### src/rtl/store_coalesce_buffer.sv
// Store coalescing buffer: in-order FIFO of word-aligned stores that merges same-word byte writes.
// Latency: accepted store is visible to chk_hit_o next cycle; issue on occupancy, flush or head idle timeout.
// Backpressure: st_ready_o low only when full and not merging; mem_valid_o held until mem_ready_i, gated by MAX_OUT.
// Ports: clk_i/rst_ni clock and async active-low reset; st_* store request; flush_i drain-until-empty;
//        mem_* issue handshake plus completion ack; chk_addr_i/chk_hit_o load hazard lookup; empty_o/full_o status.
module store_coalesce_buffer #(
   parameter int  DEPTH       = 4,
   parameter int  ADDR_W      = 64,
   parameter int  DATA_W      = 64,
   parameter int  COALESCE_EN = 1,
   parameter int  DRAIN_TH    = 2,
   parameter int  TIMEOUT     = 15,
   parameter int  MAX_OUT     = 7,
   localparam int BE_W        = DATA_W / 8
) (
   input  logic              clk_i,
   input  logic              rst_ni,
   input  logic              st_valid_i,
   output logic              st_ready_o,
   input  logic [ADDR_W-1:0] st_addr_i,
   input  logic [DATA_W-1:0] st_data_i,
   input  logic [BE_W-1:0]   st_be_i,
   input  logic              flush_i,
   output logic              mem_valid_o,
   input  logic              mem_ready_i,
   output logic [ADDR_W-1:0] mem_addr_o,
   output logic [DATA_W-1:0] mem_data_o,
   output logic [BE_W-1:0]   mem_be_o,
   input  logic              mem_ack_i,
   input  logic [ADDR_W-1:0] chk_addr_i,
   output logic              chk_hit_o,
   output logic              empty_o,
   output logic              full_o
);
   localparam int PW  = $clog2(DEPTH);
   localparam int CW  = $clog2(DEPTH + 1);
   localparam int IW  = (TIMEOUT > 0) ? $clog2(TIMEOUT + 1) : 1;
   localparam int OW  = $clog2(MAX_OUT + 1);
   localparam int OFF = $clog2(BE_W);
   localparam logic [ADDR_W-1:0] WMASK = ~((ADDR_W'(1) << OFF) - ADDR_W'(1));

   logic [DEPTH-1:0]  e_vld;
   logic [ADDR_W-1:0] e_addr [DEPTH];
   logic [DATA_W-1:0] e_data [DEPTH];
   logic [BE_W-1:0]   e_be   [DEPTH];

   logic [PW-1:0] head_q, tail_q;
   logic [CW-1:0] count_q;
   logic [OW-1:0] out_q;
   logic [IW-1:0] idle_q;
   logic          flush_q;
   logic          hold_q;      // issue presented last cycle and not taken

   logic [ADDR_W-1:0] st_waddr, chk_waddr;
   logic              merge_hit;
   logic [PW-1:0]     merge_idx;
   logic              push, push_alloc, pop, ack_eff, drain;

   assign st_waddr  = st_addr_i & WMASK;
   assign chk_waddr = chk_addr_i & WMASK;

   assign full_o  = (count_q == CW'(DEPTH));
   assign empty_o = (count_q == '0) && (out_q == '0);

   assign drain       = (count_q >= CW'(DRAIN_TH)) || flush_q || (idle_q == IW'(TIMEOUT));
   assign mem_valid_o = hold_q || ((count_q != '0) && drain && (out_q < OW'(MAX_OUT)));
   assign mem_addr_o  = e_addr[head_q];
   assign mem_data_o  = e_data[head_q];
   assign mem_be_o    = e_be[head_q];

   // Scan oldest to youngest so the last match wins. The head is frozen while
   // it is being offered to memory, so it cannot absorb new bytes then.
   always_comb begin
      merge_hit = 1'b0;
      merge_idx = '0;
      if (COALESCE_EN != 0) begin
         for (int i = 0; i < DEPTH; i++) begin
            automatic logic [PW-1:0] idx = head_q + PW'(i);
            if (e_vld[idx] && (e_addr[idx] == st_waddr) && !((idx == head_q) && mem_valid_o)) begin
               merge_hit = 1'b1;
               merge_idx = idx;
            end
         end
      end
   end

   always_comb begin
      chk_hit_o = 1'b0;
      for (int i = 0; i < DEPTH; i++) begin
         if (e_vld[i] && (e_addr[i] == chk_waddr)) chk_hit_o = 1'b1;
      end
   end

   // Ready ignores a same-cycle pop so it never depends on mem_ready_i.
   assign st_ready_o = !full_o || merge_hit;
   assign push       = st_valid_i && st_ready_o;
   assign push_alloc = push && !merge_hit;
   assign pop        = mem_valid_o && mem_ready_i;
   assign ack_eff    = mem_ack_i && (out_q != '0);

   always_ff @(posedge clk_i or negedge rst_ni) begin
      if (!rst_ni) begin
         e_vld   <= '0;
         for (int i = 0; i < DEPTH; i++) begin
            e_addr[i] <= '0;
            e_data[i] <= '0;
            e_be[i]   <= '0;
         end
         head_q  <= '0;
         tail_q  <= '0;
         count_q <= '0;
         out_q   <= '0;
         idle_q  <= '0;
         flush_q <= 1'b0;
         hold_q  <= 1'b0;
      end else begin
         if (push && merge_hit) begin
            for (int b = 0; b < BE_W; b++) begin
               if (st_be_i[b]) e_data[merge_idx][b*8 +: 8] <= st_data_i[b*8 +: 8];
            end
            e_be[merge_idx] <= e_be[merge_idx] | st_be_i;
         end
         if (push_alloc) begin
            e_vld[tail_q]  <= 1'b1;
            e_addr[tail_q] <= st_waddr;
            e_data[tail_q] <= st_data_i;
            e_be[tail_q]   <= st_be_i;
            tail_q         <= tail_q + PW'(1);
         end
         if (pop) begin
            e_vld[head_q] <= 1'b0;
            head_q        <= head_q + PW'(1);
         end

         case ({push_alloc, pop})
            2'b10:   count_q <= count_q + CW'(1);
            2'b01:   count_q <= count_q - CW'(1);
            default: count_q <= count_q;
         endcase

         case ({pop, ack_eff})
            2'b10:   out_q <= out_q + OW'(1);
            2'b01:   out_q <= out_q - OW'(1);
            default: out_q <= out_q;
         endcase

         if (push || pop)                                   idle_q <= '0;
         else if ((count_q != '0) && (idle_q != IW'(TIMEOUT))) idle_q <= idle_q + IW'(1);

         if (flush_i)              flush_q <= 1'b1;
         else if (count_q == '0)   flush_q <= 1'b0;

         hold_q <= mem_valid_o && !mem_ready_i;
      end
   end
endmodule

### config.mk
export PLATFORM = sky130hd
export DESIGN_NAME = store_coalesce_buffer
export DESIGN_NICKNAME = d
export VERILOG_FILES = /design/src/rtl/store_coalesce_buffer.sv
export SDC_FILE = /design/constraint.sdc
export NUM_CORES = 1
export LEC_CHECK = 0
export CORE_MARGIN = 3
export CORE_UTILIZATION = 50
export DETAILED_ROUTE_END_ITERATION = 8
export PLACE_DENSITY = 0.7
export SYNTH_ARGS = -nofsm -noshare
export SYNTH_HDL_FRONTEND = slang
export SYNTH_SLANG_ARGS = --single-unit
export TNS_END_PERCENT = 10
### constraint.sdc
create_clock -name clk_i -period 12.57 [get_ports clk_i]
set_input_delay 1.257 -clock clk_i [delete_from_list [all_inputs] [get_ports clk_i]]
set_output_delay 1.257 -clock clk_i [all_outputs]
set_load 0.01 [all_outputs]
==> metrics <==
CTS resizes 0; R2R Path End e_data[247]; Worst Hold Depth 1; Non-Filler Instances ~4500; die area approximately 0.079 mm^2; number of port buffers about 340; Worst-Skew Late Latency a little under 0.7 ns; largest net degree at the start of global routing between 150 and 200; Clock Tree Buf Depth 3; Hold Crit Start e_data[154]; outcome complete, no violations; Cells after Synth approximately 3300; setup violators final 0; min-delay worst type reg -> reg; RSZ-0062 raised after global routing false; Reg power frac 0.257; CTS buffer count between 60 and 70; Synth warnings 0; Area Growth Syn to Fin 15.35%; Post-DP HPWL between 100 and 150 mm; Root Driver clkbuf_16; Wirelength per Cell roughly 38 um; Top Layer Used met5; crit path max fanout 102; antenna violations before repair 7; CORE AREA 0.07457 mm^2; max-cap viol count 0; Worst setup EP type output port; Max-slew headroom 0.08154; CP Launch Type register; Switching Fraction 0.4799; Clk network pwr share 0.120; max frequency 117.8 MHz; average size of a mapped cell between 10 and 15 um^2; initial DRC count around 4200; via count just over 30000; worst min-delay path endpoint e_data[154]; final count of pins violating max slew 0; wl on met1 approximately 70 mm; total gr overflow 0; vias in the first global route ~30000; H-tree depth 2; synthesized flop and latch total between 500 and 600; multi-input logic area about 0.022 mm^2; P per Cell Area about 350 mW/mm^2; R2R depth 14; initial core utilization 0.5053; top cell type's share of synthesized area 0.3666; Routed WL 172.2 mm; DR pass1 iterations 6; Required @ worst endpoint approximately 11 ns; GRT Util Overall 0.4339; Worst VDD drop 0.2173 mV; Post-CTS Setup Bufs 0; library cells used by synthesis 94; DR WL met3 approximately 21 mm; Final Hold Vio Count 0; CTS tree built; Via density just under 7; DP Cell Count approximately 4400; Pleak roughly 18 nW; gpl congestion between 1 and 1.5; r2r startpoint head_q[0]; clock skew 0.03620 ns; Tmin final approximately 8.5 ns; clk slew on worst S/H paths roughly 0.06 ns; part of the cycle the worst path needs 0.6752; Synth area leader dfrtp_1; Worst-Margin Slew around 1.4 ns; Synth Cell Area 0.03768 mm^2; Seq. cell area 0.01382 mm^2; Fin Setup TNS 0 ns; async set-reset flop share out of synthesis 1.000; Clock Sinks about 550; first-pass GRT wire length between 200 and 250 mm; Filler cells between 6000 and 7000; main flop type after synthesis dfrtp_1; dominant cells by area after synthesis dfrtp_1 (37%), mux4_2 (17%), mux2_4 (7.7%); Post-CTS Hold Buffers 0; combinational power share 0.623; post-route ant nets 0; flop-to-flop setup slack 4.52 ns; Die H ~280 um; I/O pin count ~350; DR DRC count 0; CP arrival approximately 7.2 ns; EDFF count, synth 0; Layout Nets approximately 3700; NetSw approximately 7.4 mW; post-synthesis sequential area ratio 0.3666; met2 WL between 70 and 80 mm; crit path kind reg -> out; row cnt 100; Int Pwr between 7 and 8 mW; Die X between 200 and 300 um; share of cells above drive strength 1 0.2203
power groups by stage:
stage	clock (mW)	sequential [mW]	combinational, mW
final	1.84	3.94	9.54
after floorplan	0	3.27	5.98
after CTS	1.86	3.85	9.29
after global placement	0	3.82	9.21
after global routing	1.92	4.01	9.78
after detailed placement	0	3.85	9.24
stage by stage:
| stage | area, um^2 | worst slack, ns | util | power (mW) | hold slack (ns) |
|---|---|---|---|---|---|
| 3_3_place_gp | 41410 | 4.897 | 0.5553 | 13.03 | 0.4677 |
| 2_1_floorplan | 37690 | 6.681 | - | 9.243 | 0.4501 |
| 5_1_grt | 43440 | 3.910 | 0.5826 | 15.71 | 0.5099 |
| 3_5_place_dp | 41410 | 4.886 | 0.5553 | 13.10 | 0.4748 |
| 6_report | 43470 | 4.083 | 0.5829 | 15.32 | 0.5030 |
| 4_1_cts | 43440 | 4.212 | 0.5826 | 15.00 | 0.5043 |
kinds of logic (layout without fill, tap and decap cells):
logic type | after synthesis | after routing | share of synthesized area
DFF | 552 | 552 | 0.3666
other | 1 | 12 | 0.00009951
and+or+nand+nor | 856 | 856 | 0.1076
AOI/OAI and AO/OA | 440 | 440 | 0.08908
xor gates and xnor gates | 397 | 397 | 0.09247
muxes | 642 | 642 | 0.2946
buffers and inverters | 360 | 592 | 0.04486
adders and majority gates | 13 | 13 | 0.004715
critical path: stages (launching register included):
cell	delay (ns)
dfrtp_4	0.91
inv_1	0.08
buf_4	0.31
ha_4	0.79
buf_12	0.59
mux4_2	0.60
xnor2_1	0.63
nand4_1	0.19
nor4_1	0.90
and2_1	0.28
nand2_1	0.08
and4_4	0.27
nand2_1	0.14
clkdlybuf4s50_1	0.58
area by class of cell:
cell class / instances / area share
clock buffer: 89 / 0.04099
multi-input combinational: 2351 / 0.5126
timing repair buffer: 372 / 0.08463
inverter: 111 / 0.009585
clock inverter: 20 / 0.005786
tap: 969 / 0.02789
antenna: 9 / 0.0005181
sequential: 552 / 0.3180
flip-flops by register name, summed over array words and instances, names as in the netlist:
name,count
count_q,3
e_addr,244
e_be,32
e_data,256
e_vld,4
flush_q,1
head_q,2
hold_q,1
idle_q,4
out_q,3
tail_q,2
worst max path at each step:
stage                         start         end  slack [ns]  cells after the start
final                     head_q[0]  st_ready_o        4.08                     13
after global routing      head_q[0]  st_ready_o        3.91                     11
after CTS                 head_q[0]  st_ready_o        4.21                     13
after detailed placement  head_q[0]  e_data[48]        4.89                     15
after global placement    head_q[0]  e_data[53]        4.90                     15
after floorplan           head_q[0]  st_ready_o        6.68                     21
per-layer routing:
layer / vias to the layer above / track usage
met3: 362 / 0.1428
met4: 2 / 0.2024
li1: 12402 / -
met2: 2047 / 0.6061
met1: 16015 / 0.6115
met5: - / 0
cells in the mapped netlist (all sizes together), types with 4 or more instances:
library cell	n
or3	5
nand3	15
a222oi	11
nor4b	4
dfrtp	552
buf	122
o2bb2ai	11
or4	7
xor2	84
a22oi	19
a31oi	4
o22ai	41
nor3	31
a22o	23
nand4	136
mux4	286
nand2	507
xnor2	313
a211oi	10
a21o	4
nor2	34
mux2	287
nor4	52
clkbuf	127
o211ai	7
o21a	7
nor4bb	4
and4	4
and3	13
a21oi	42
or2	8
nand2b	17
o2111ai	14
a221oi	26
o211a	5
nand4b	5
a2bb2oi	17
o21ai	170
inv	109
and2	7
ha	11
mux2i	69
cells in the final DEF (no fill, tap or decap), types with 16 or more instances in the layout:
cell	instances
nor3_1	31
a22oi_1	19
inv_1	109
nand4_1	136
mux2i_1	68
a22o_1	23
nor4_1	51
mux2_2	91
clkdlybuf4s50_1	336
a221oi_1	23
dfrtp_1	550
nand2b_1	17
nor2_1	34
a21oi_4	16
mux2_4	193
nand2_1	507
clkbuf_16	61
mux4_2	286
xnor2_1	312
a2bb2oi_1	17
o21ai_0	152
buf_4	32
o22ai_1	41
xor2_1	84
a21oi_1	26
No activity file was read; power rests on OpenSTA's default activity.
